--- config.mk ---
export PLATFORM = sky130hd
export DESIGN_NAME = timer_arm_host_flat
export DESIGN_NICKNAME = d
export VERILOG_FILES = /design/src/rtl/timer_arm_host_if.sv /design/src/rtl/timer_arm_host.sv /design/src/flat_wrapper.sv
export SDC_FILE = /design/constraint.sdc
export NUM_CORES = 1
export LEC_CHECK = 0
export BUFFER_PORTS_ARGS = -buffer_cell sky130_fd_sc_hd__buf_4
export CAP_MARGIN = 20
export CORE_MARGIN = 2
export CORE_UTILIZATION = 38
export DETAILED_ROUTE_END_ITERATION = 12
export PLACE_DENSITY_LB_ADDON = 0.15
export SYNTH_ARGS = -nofsm -noshare
export SYNTH_HDL_FRONTEND = slang
export SYNTH_SLANG_ARGS = --single-unit
--- constraint.sdc ---
create_clock -name clk_i -period 3.99 [get_ports clk_i]
set_clock_uncertainty 0.05 [all_clocks]
set_input_delay 0.1995 -clock clk_i [delete_from_list [all_inputs] [get_ports clk_i]]
set_output_delay 0.1995 -clock clk_i [all_outputs]
set_load 0.005 [all_outputs]
--- src/rtl/timer_arm_host_if.sv ---
// ============================================================================
// Module      : timer_arm_host_if
// Description : Single-outstanding req/rvalid data bus used by timer_arm_host.
// Revision    : 1.0 - initial release
// ============================================================================
`default_nettype none

interface timer_arm_host_if #(
    parameter int ADDRESS_WIDTH = 32,
    parameter int DATA_WIDTH    = 32
);
    logic                      req;
    logic [ADDRESS_WIDTH-1:0]  addr;
    logic                      we;
    logic [DATA_WIDTH/8-1:0]   be;
    logic [DATA_WIDTH-1:0]     wdata;
    logic                      rvalid;
    logic [DATA_WIDTH-1:0]     rdata;
    logic                      err;

    modport master (
        output req, addr, we, be, wdata,
        input  rvalid, rdata, err
    );

    modport slave (
        input  req, addr, we, be, wdata,
        output rvalid, rdata, err
    );
endinterface

`default_nettype wire

--- src/rtl/timer_arm_host.sv ---
// ============================================================================
// Module      : timer_arm_host
// Description : Arms the machine timer: rollover-safe mtime read, deadline
//               computation and glitch-free mtimecmp write sequence.
// Revision    : 1.0 - initial release
// ============================================================================
`default_nettype none

module timer_arm_host #(
    parameter int                       ADDRESS_WIDTH  = 32,
    parameter int                       DATA_WIDTH     = 32,
    parameter logic [ADDRESS_WIDTH-1:0] BASE_ADDR      = 'h0003_0000,
    parameter int                       TIMEOUT_CYCLES = 16,
    parameter int                       MAX_RETRIES    = 3
) (
    input  wire logic        clk_i,
    input  wire logic        rst_i,
    input  wire logic        arm_valid_i,
    output logic             arm_ready_o,
    input  wire logic        arm_abs_i,
    input  wire logic [63:0] arm_value_i,
    output logic             done_o,
    output logic             err_o,
    output logic [63:0]      target_o,
    timer_arm_host_if.master host
);

    typedef enum logic [3:0] {
        ST_IDLE,
        ST_RD_HI1,
        ST_RD_LO,
        ST_RD_HI2,
        ST_WR_CMP_LO_MAX,
        ST_WR_CMP_HI,
        ST_WR_CMP_LO,
        ST_DONE,
        ST_ABORT
    } state_e;

    localparam int c_retry_w = $clog2(MAX_RETRIES + 1);
    localparam int c_tmo_w   = $clog2(TIMEOUT_CYCLES);
    localparam logic [c_retry_w-1:0] c_max_retries = c_retry_w'(MAX_RETRIES);
    localparam logic [c_tmo_w-1:0]   c_tmo_last    = c_tmo_w'(TIMEOUT_CYCLES - 1);

    state_e                    state_q, state_d;
    logic                      wait_q, wait_d;
    logic [63:0]               value_q, value_d;
    logic [DATA_WIDTH-1:0]     hi1_q, hi1_d;
    logic [DATA_WIDTH-1:0]     lo_q, lo_d;
    logic [63:0]               target_q, target_d;
    logic [c_retry_w-1:0]      retry_q, retry_d;
    logic [c_tmo_w-1:0]        tmo_q, tmo_d;
    logic                      req_q, req_d;
    logic [ADDRESS_WIDTH-1:0]  addr_q, addr_d;
    logic                      we_q, we_d;
    logic [DATA_WIDTH-1:0]     wdata_q, wdata_d;
    logic                      done_q, done_d;
    logic                      err_q, err_d;
    logic                      ready_q, ready_d;
    logic                      start_access;
    logic [c_retry_w-1:0]      retry_inc;

    always_comb begin
        state_d      = state_q;
        wait_d       = wait_q;
        value_d      = value_q;
        hi1_d        = hi1_q;
        lo_d         = lo_q;
        target_d     = target_q;
        retry_d      = retry_q;
        tmo_d        = tmo_q;
        req_d        = 1'b0;
        addr_d       = addr_q;
        we_d         = we_q;
        wdata_d      = wdata_q;
        start_access = 1'b0;
        retry_inc    = retry_q + c_retry_w'(1);

        case (state_q)
            ST_IDLE: begin
                if (arm_valid_i) begin
                    value_d      = arm_value_i;
                    retry_d      = '0;
                    start_access = 1'b1;
                    if (arm_abs_i) begin
                        target_d = arm_value_i;
                        state_d  = ST_WR_CMP_LO_MAX;
                    end else begin
                        state_d  = ST_RD_HI1;
                    end
                end
            end
            ST_DONE, ST_ABORT: state_d = ST_IDLE;
            default: begin
                if (!wait_q) begin
                    wait_d = 1'b1;
                    tmo_d  = '0;
                end else if (host.rvalid) begin
                    wait_d = 1'b0;
                    if (host.err) begin
                        state_d = ST_ABORT;
                    end else begin
                        case (state_q)
                            ST_RD_HI1: begin
                                hi1_d        = host.rdata;
                                state_d      = ST_RD_LO;
                                start_access = 1'b1;
                            end
                            ST_RD_LO: begin
                                lo_d         = host.rdata;
                                state_d      = ST_RD_HI2;
                                start_access = 1'b1;
                            end
                            ST_RD_HI2: begin
                                // A changed high word means lo may belong to either epoch.
                                if (host.rdata == hi1_q) begin
                                    target_d     = {hi1_q, lo_q} + value_q;
                                    state_d      = ST_WR_CMP_LO_MAX;
                                    start_access = 1'b1;
                                end else begin
                                    retry_d = retry_inc;
                                    if (retry_inc == c_max_retries) begin
                                        state_d = ST_ABORT;
                                    end else begin
                                        state_d      = ST_RD_HI1;
                                        start_access = 1'b1;
                                    end
                                end
                            end
                            ST_WR_CMP_LO_MAX: begin
                                state_d      = ST_WR_CMP_HI;
                                start_access = 1'b1;
                            end
                            ST_WR_CMP_HI: begin
                                state_d      = ST_WR_CMP_LO;
                                start_access = 1'b1;
                            end
                            ST_WR_CMP_LO: state_d = ST_DONE;
                            default:      state_d = ST_ABORT;
                        endcase
                    end
                end else if (tmo_q == c_tmo_last) begin
                    wait_d  = 1'b0;
                    state_d = ST_ABORT;
                end else begin
                    tmo_d = tmo_q + c_tmo_w'(1);
                end
            end
        endcase

        if (start_access) begin
            req_d = 1'b1;
            tmo_d = '0;
            case (state_d)
                ST_RD_HI1, ST_RD_HI2: begin
                    addr_d  = BASE_ADDR + ADDRESS_WIDTH'(4);
                    we_d    = 1'b0;
                    wdata_d = '0;
                end
                ST_RD_LO: begin
                    addr_d  = BASE_ADDR;
                    we_d    = 1'b0;
                    wdata_d = '0;
                end
                ST_WR_CMP_LO_MAX: begin
                    addr_d  = BASE_ADDR + ADDRESS_WIDTH'(8);
                    we_d    = 1'b1;
                    wdata_d = '1;
                end
                ST_WR_CMP_HI: begin
                    addr_d  = BASE_ADDR + ADDRESS_WIDTH'(12);
                    we_d    = 1'b1;
                    wdata_d = target_d[63:32];
                end
                ST_WR_CMP_LO: begin
                    addr_d  = BASE_ADDR + ADDRESS_WIDTH'(8);
                    we_d    = 1'b1;
                    wdata_d = target_d[31:0];
                end
                default: req_d = 1'b0;
            endcase
        end

        done_d  = (state_d == ST_DONE) || (state_d == ST_ABORT);
        err_d   = (state_d == ST_ABORT);
        ready_d = (state_d == ST_IDLE);
    end

    always_ff @(posedge clk_i) begin
        if (rst_i) begin
            state_q  <= ST_IDLE;
            wait_q   <= 1'b0;
            value_q  <= '0;
            hi1_q    <= '0;
            lo_q     <= '0;
            target_q <= '0;
            retry_q  <= '0;
            tmo_q    <= '0;
            req_q    <= 1'b0;
            addr_q   <= '0;
            we_q     <= 1'b0;
            wdata_q  <= '0;
            done_q   <= 1'b0;
            err_q    <= 1'b0;
            ready_q  <= 1'b1;
        end else begin
            state_q  <= state_d;
            wait_q   <= wait_d;
            value_q  <= value_d;
            hi1_q    <= hi1_d;
            lo_q     <= lo_d;
            target_q <= target_d;
            retry_q  <= retry_d;
            tmo_q    <= tmo_d;
            req_q    <= req_d;
            addr_q   <= addr_d;
            we_q     <= we_d;
            wdata_q  <= wdata_d;
            done_q   <= done_d;
            err_q    <= err_d;
            ready_q  <= ready_d;
        end
    end

    assign arm_ready_o = ready_q;
    assign done_o      = done_q;
    assign err_o       = err_q;
    assign target_o    = target_q;
    assign host.req    = req_q;
    assign host.addr   = addr_q;
    assign host.we     = we_q;
    assign host.be     = '1;
    assign host.wdata  = wdata_q;

endmodule

`default_nettype wire

--- src/flat_wrapper.sv ---
// flat-port wrapper written by rule: the top's interface ports become plain ports
module timer_arm_host_flat 
#(
    parameter int                       ADDRESS_WIDTH  = 32,
    parameter int                       DATA_WIDTH     = 32,
    parameter logic [ADDRESS_WIDTH-1:0] BASE_ADDR      = 'h0003_0000,
    parameter int                       TIMEOUT_CYCLES = 16,
    parameter int                       MAX_RETRIES    = 3
)
  (clk_i, rst_i, arm_valid_i, arm_ready_o, arm_abs_i, arm_value_i, done_o, err_o, target_o, host_req, host_addr, host_we, host_be, host_wdata, host_rvalid, host_rdata, host_err);
  timer_arm_host_if #(.ADDRESS_WIDTH(ADDRESS_WIDTH), .DATA_WIDTH(DATA_WIDTH)) host_i ();
  input  wire logic clk_i;
  input  wire logic rst_i;
  input  wire logic arm_valid_i;
  output logic arm_ready_o;
  input  wire logic arm_abs_i;
  input  wire logic [63:0] arm_value_i;
  output logic done_o;
  output logic err_o;
  output logic [63:0] target_o;
  output wire logic [$bits(host_i.req)-1:0] host_req;
  output wire logic [$bits(host_i.addr)-1:0] host_addr;
  output wire logic [$bits(host_i.we)-1:0] host_we;
  output wire logic [$bits(host_i.be)-1:0] host_be;
  output wire logic [$bits(host_i.wdata)-1:0] host_wdata;
  input wire logic [$bits(host_i.rvalid)-1:0] host_rvalid;
  input wire logic [$bits(host_i.rdata)-1:0] host_rdata;
  input wire logic [$bits(host_i.err)-1:0] host_err;
  assign host_req = host_i.req;
  assign host_addr = host_i.addr;
  assign host_we = host_i.we;
  assign host_be = host_i.be;
  assign host_wdata = host_i.wdata;
  assign host_i.rvalid = host_rvalid;
  assign host_i.rdata = host_rdata;
  assign host_i.err = host_err;
  timer_arm_host #(.ADDRESS_WIDTH(ADDRESS_WIDTH), .DATA_WIDTH(DATA_WIDTH), .BASE_ADDR(BASE_ADDR), .TIMEOUT_CYCLES(TIMEOUT_CYCLES), .MAX_RETRIES(MAX_RETRIES)) u_core (.clk_i(clk_i), .rst_i(rst_i), .arm_valid_i(arm_valid_i), .arm_ready_o(arm_ready_o), .arm_abs_i(arm_abs_i), .arm_value_i(arm_value_i), .done_o(done_o), .err_o(err_o), .target_o(target_o), .host(host_i));
endmodule
==> flow_summary.ini <==
[critical_path]
cp_data_arrival_time_ns = 4.05
timing.rr.start = u_core.value_q[2]
crit_required_ns = 4.36
cp_cell_sequence = ha_1, o21ai_0, nor2_1, buf_4, o21ai_0, o21a_1, o21a_1, o21a_1, o31ai_2, a211oi_1, a311oi_1, o22ai_1
crit_top_cell = o21a_1
cp-startpoint = u_core.value_q[2]
critPathLaunchType = register
crit_slowest_cell = a311oi_1
cp-end-kind = register
path_buf_inv = 1
crit_fanout = 5
slowest_delay_ns = 0.59
cp_top_family = compound AO/OA/AOI/OAI gates
worstSetupPathType = register to register

[yosys]
synthFlopType = dfxtp_1
synth_top_family_by_area = compound AO/OA/AOI/OAI gates
synth_fa_ha_area_share_pct = 6.08
yosys_register_bits = 243
yosys.area.top_type = dfxtp_1
avgSynthCellArea_sq_um = 7.82
synthMuxAreaShare_pct = 1.42
yosysUniqueCellTypes = 74
synth_enable_flop_cells = 0
ys_seq_area_share_pct = 35.5
synthArstFlopShare_pct = 0
yosys-top-cells-area = dfxtp_1 35%, nand2_1 9.6%, a21oi_1 9.0%
synthCells = 1753
synth-xor-area-share_pct = 5.05
netlist_area_sq_mm = 0.0137
synth_simple_gate_area_share_pct = 19.7
synth_top_area_share_pct = 35.5
ys_warn_count = 0
synth_compound_area_share_pct = 26.4

[placement]
postPlaceCellArea_sq_mm = 0.0158
io_buffers = 206
gp_congestion = 0.976
dp_hpwl_um = 46300
dpl.cell_count = 2368
pre_cts_slack_ns = 0.305

[power_and_ir_drop]
internal_power_mw = 4.53
power_frac_clock_pct = 41.3
seq_power_share_pct = 41.6
comb_power_share_pct = 17.2
p_leak_nw = 7.41
peakVddDrop_uv = 393
pwr_density_cell_mw_per_mm2 = 361
total_switching_power_mw = 1.85
p_sw_share_pct = 29.0
p_total_mw = 6.37

[cts]
cts_buffer_depth = 3
cts_tree = yes
clkTransAtPathRegs_ns = 0.06
post_cts_resized = 0
cts_made_buffers = 29
cts_num_sinks = 243
cts_root_buffer = clkbuf_16
htree_levels = 1
worstSkewPairLatency_ns = 0.58
cts_setup_buffers = 0

[routing]
drt_iter0_drc = 1286
wl_um = 60700
vias = 14500
wire_per_inst_um = 24.2
dr.pass1.iters = 7
drc = 0
ant_nets = 0
viasPerCell = 5.77

[finish]
num_antenna_cells = 0
stdcell_count = 2513
syn2layout_area_growth_pct = 28.8
fin_area_sq_mm = 0.0177
nets = 2203
drive_gt1_share_pct = 17.0
final_util_pct = 49.7

[timing]
worst_slack_ns = 0.315
post-route-min-period_ns = 3.67
rsz0062_at_grt = false
setup_tns_ns = 0
setup_violations = 0
period_share_pct = 92.1
hold_ws_ns = 0.0923
hold_viol_final = 0
maxSlewHeadroom_pct = 21.1
fmax_mhz = 272
tightest_slew_ns = 1.18
drv_slew = 0

[floorplan]
core_sq_mm = 0.0356
start_util_pct = 38.6
fp.dieH_um = 194
ioPinCount = 239
rows = 69
dieArea_sq_mm = 0.0376
die_x_um = 194

[global_route]
antenna_found_initial = 0
grt_pass1_wl_um = 89400
grt_usage_pct = 31.1
grt_overflow_total = 0
grt_pass1_vias = 13900
grt_max_degree = 74

[hold_path]
min-delay-start = host_err
min_path_type = primary input to register

[status]
status = finished clean

[job]
cap_violations = 0
cell usage after synthesis, drive strengths merged (25+ instances only):
cell / instances
clkbuf: 94
a21o: 50
xnor2: 59
nand2: 349
ha: 65
dfxtp: 243
a21oi: 246
nand3: 25
nor2: 117
buf: 54
a222oi: 40
nand4: 26
o21ai: 56
layout by cell type, fill, tap and decap left out, drive strengths merged, types with 13 or more instances in the layout:
cell,synthesis,layout
a211oi,14,14
a21o,50,50
a21oi,246,246
a222oi,40,40
a22oi,20,20
a31oi,14,14
and2,14,14
and3,13,13
buf,54,272
clkbuf,94,39
conb,2,32
dfxtp,243,243
dlygate4sd3,0,97
ha,65,65
inv,19,20
nand2,349,349
nand3,25,25
nand4,26,26
nor2,117,117
nor3,13,13
o211ai,18,18
o21a,13,13
o21ai,56,56
o21bai,17,17
o22ai,13,13
xnor2,59,59
xor2,20,20
cell type report:
cell class / count / area (sq um)
timing repair buffer: 369 / 3040
multi-input combinational: 1373 / 8200
inverter: 19 / 71.3
tap: 461 / 577
clock buffer: 39 / 803
fill: 3539 / 17900
sequential: 243 / 4860
clock inverter: 9 / 103
registers in the layout, indices dropped and copies added (netlist names):
name,cells
u_core.host.req,1
u_core.state_q,4
u_core.host.wdata,32
u_core.done_o,1
u_core.tmo_q,4
u_core.err_o,1
u_core.wait_q,1
u_core.retry_q,2
u_core.value_q,64
u_core.target_o,64
u_core.host.we,1
u_core.lo_q,32
u_core.arm_ready_o,1
u_core.hi1_q,32
u_core.host.addr,3
what timing repair did:
item / in CTS / in global routing
endpoints found under the hold margin: 159 / 0
setup endpoints to repair: 0 / 0
hold buffers: 97 / 0
cells by family (layout without fill, tap and decap cells):
| kind of cell | count (synthesis) | in the layout |
|---|---|---|
| XOR/XNOR | 79 | 79 |
| AO/OA/AOI/OAI | 563 | 563 |
| multiplexers | 18 | 18 |
| other | 2 | 32 |
| buffers and inverters | 167 | 436 |
| adder cells (fa/ha/maj) | 66 | 66 |
| flip-flops | 243 | 243 |
| AND/OR/NAND/NOR | 615 | 615 |
routing by layer:
| metal | vias to the layer above | share of wire, % | track usage (%) |
|---|---|---|---|
| met4 | 0 | 4.6 | 12.8 |
| met3 | 115 | 7.6 | 4.42 |
| met1 | 6996 | 42 | 41.1 |
| met5 | - | 0 | 0 |
| li1 | 6794 | - | - |
| met2 | 598 | 46 | 51.1 |
worst paths after layout:
| check | endpoint | slack [ns] | depth (start not counted) |
|---|---|---|---|
| hold reg to reg | u_core.lo_q[0] | 0.41 | 2 |
| setup reg to reg | u_core.host.wdata[11] | 0.32 | 12 |
| hold / removal | u_core.state_q[2] | 0.09 | 4 |
| setup / recovery | u_core.host.wdata[11] | 0.32 | 12 |
power groups by stage:
stage	logic [mW]	registers, mW	clock network [mW]
6_report	1.10	2.65	2.63
2_1_floorplan	0.534	2.66	0
3_3_place_gp	0.995	2.70	0
5_1_grt	1.16	2.66	2.75
3_5_place_dp	0.996	2.70	0
4_1_cts	1.08	2.65	2.65
worst min-delay path, delay by kind of cell:
| kind | cells | cell delay (ns) |
|---|---|---|
| buffers and inverters | 1 | 0.10 |
| AO/OA/AOI/OAI | 2 | 0.29 |
| AND/OR/NAND/NOR | 1 | 0.07 |
Power figures use the tool's default switching activity.
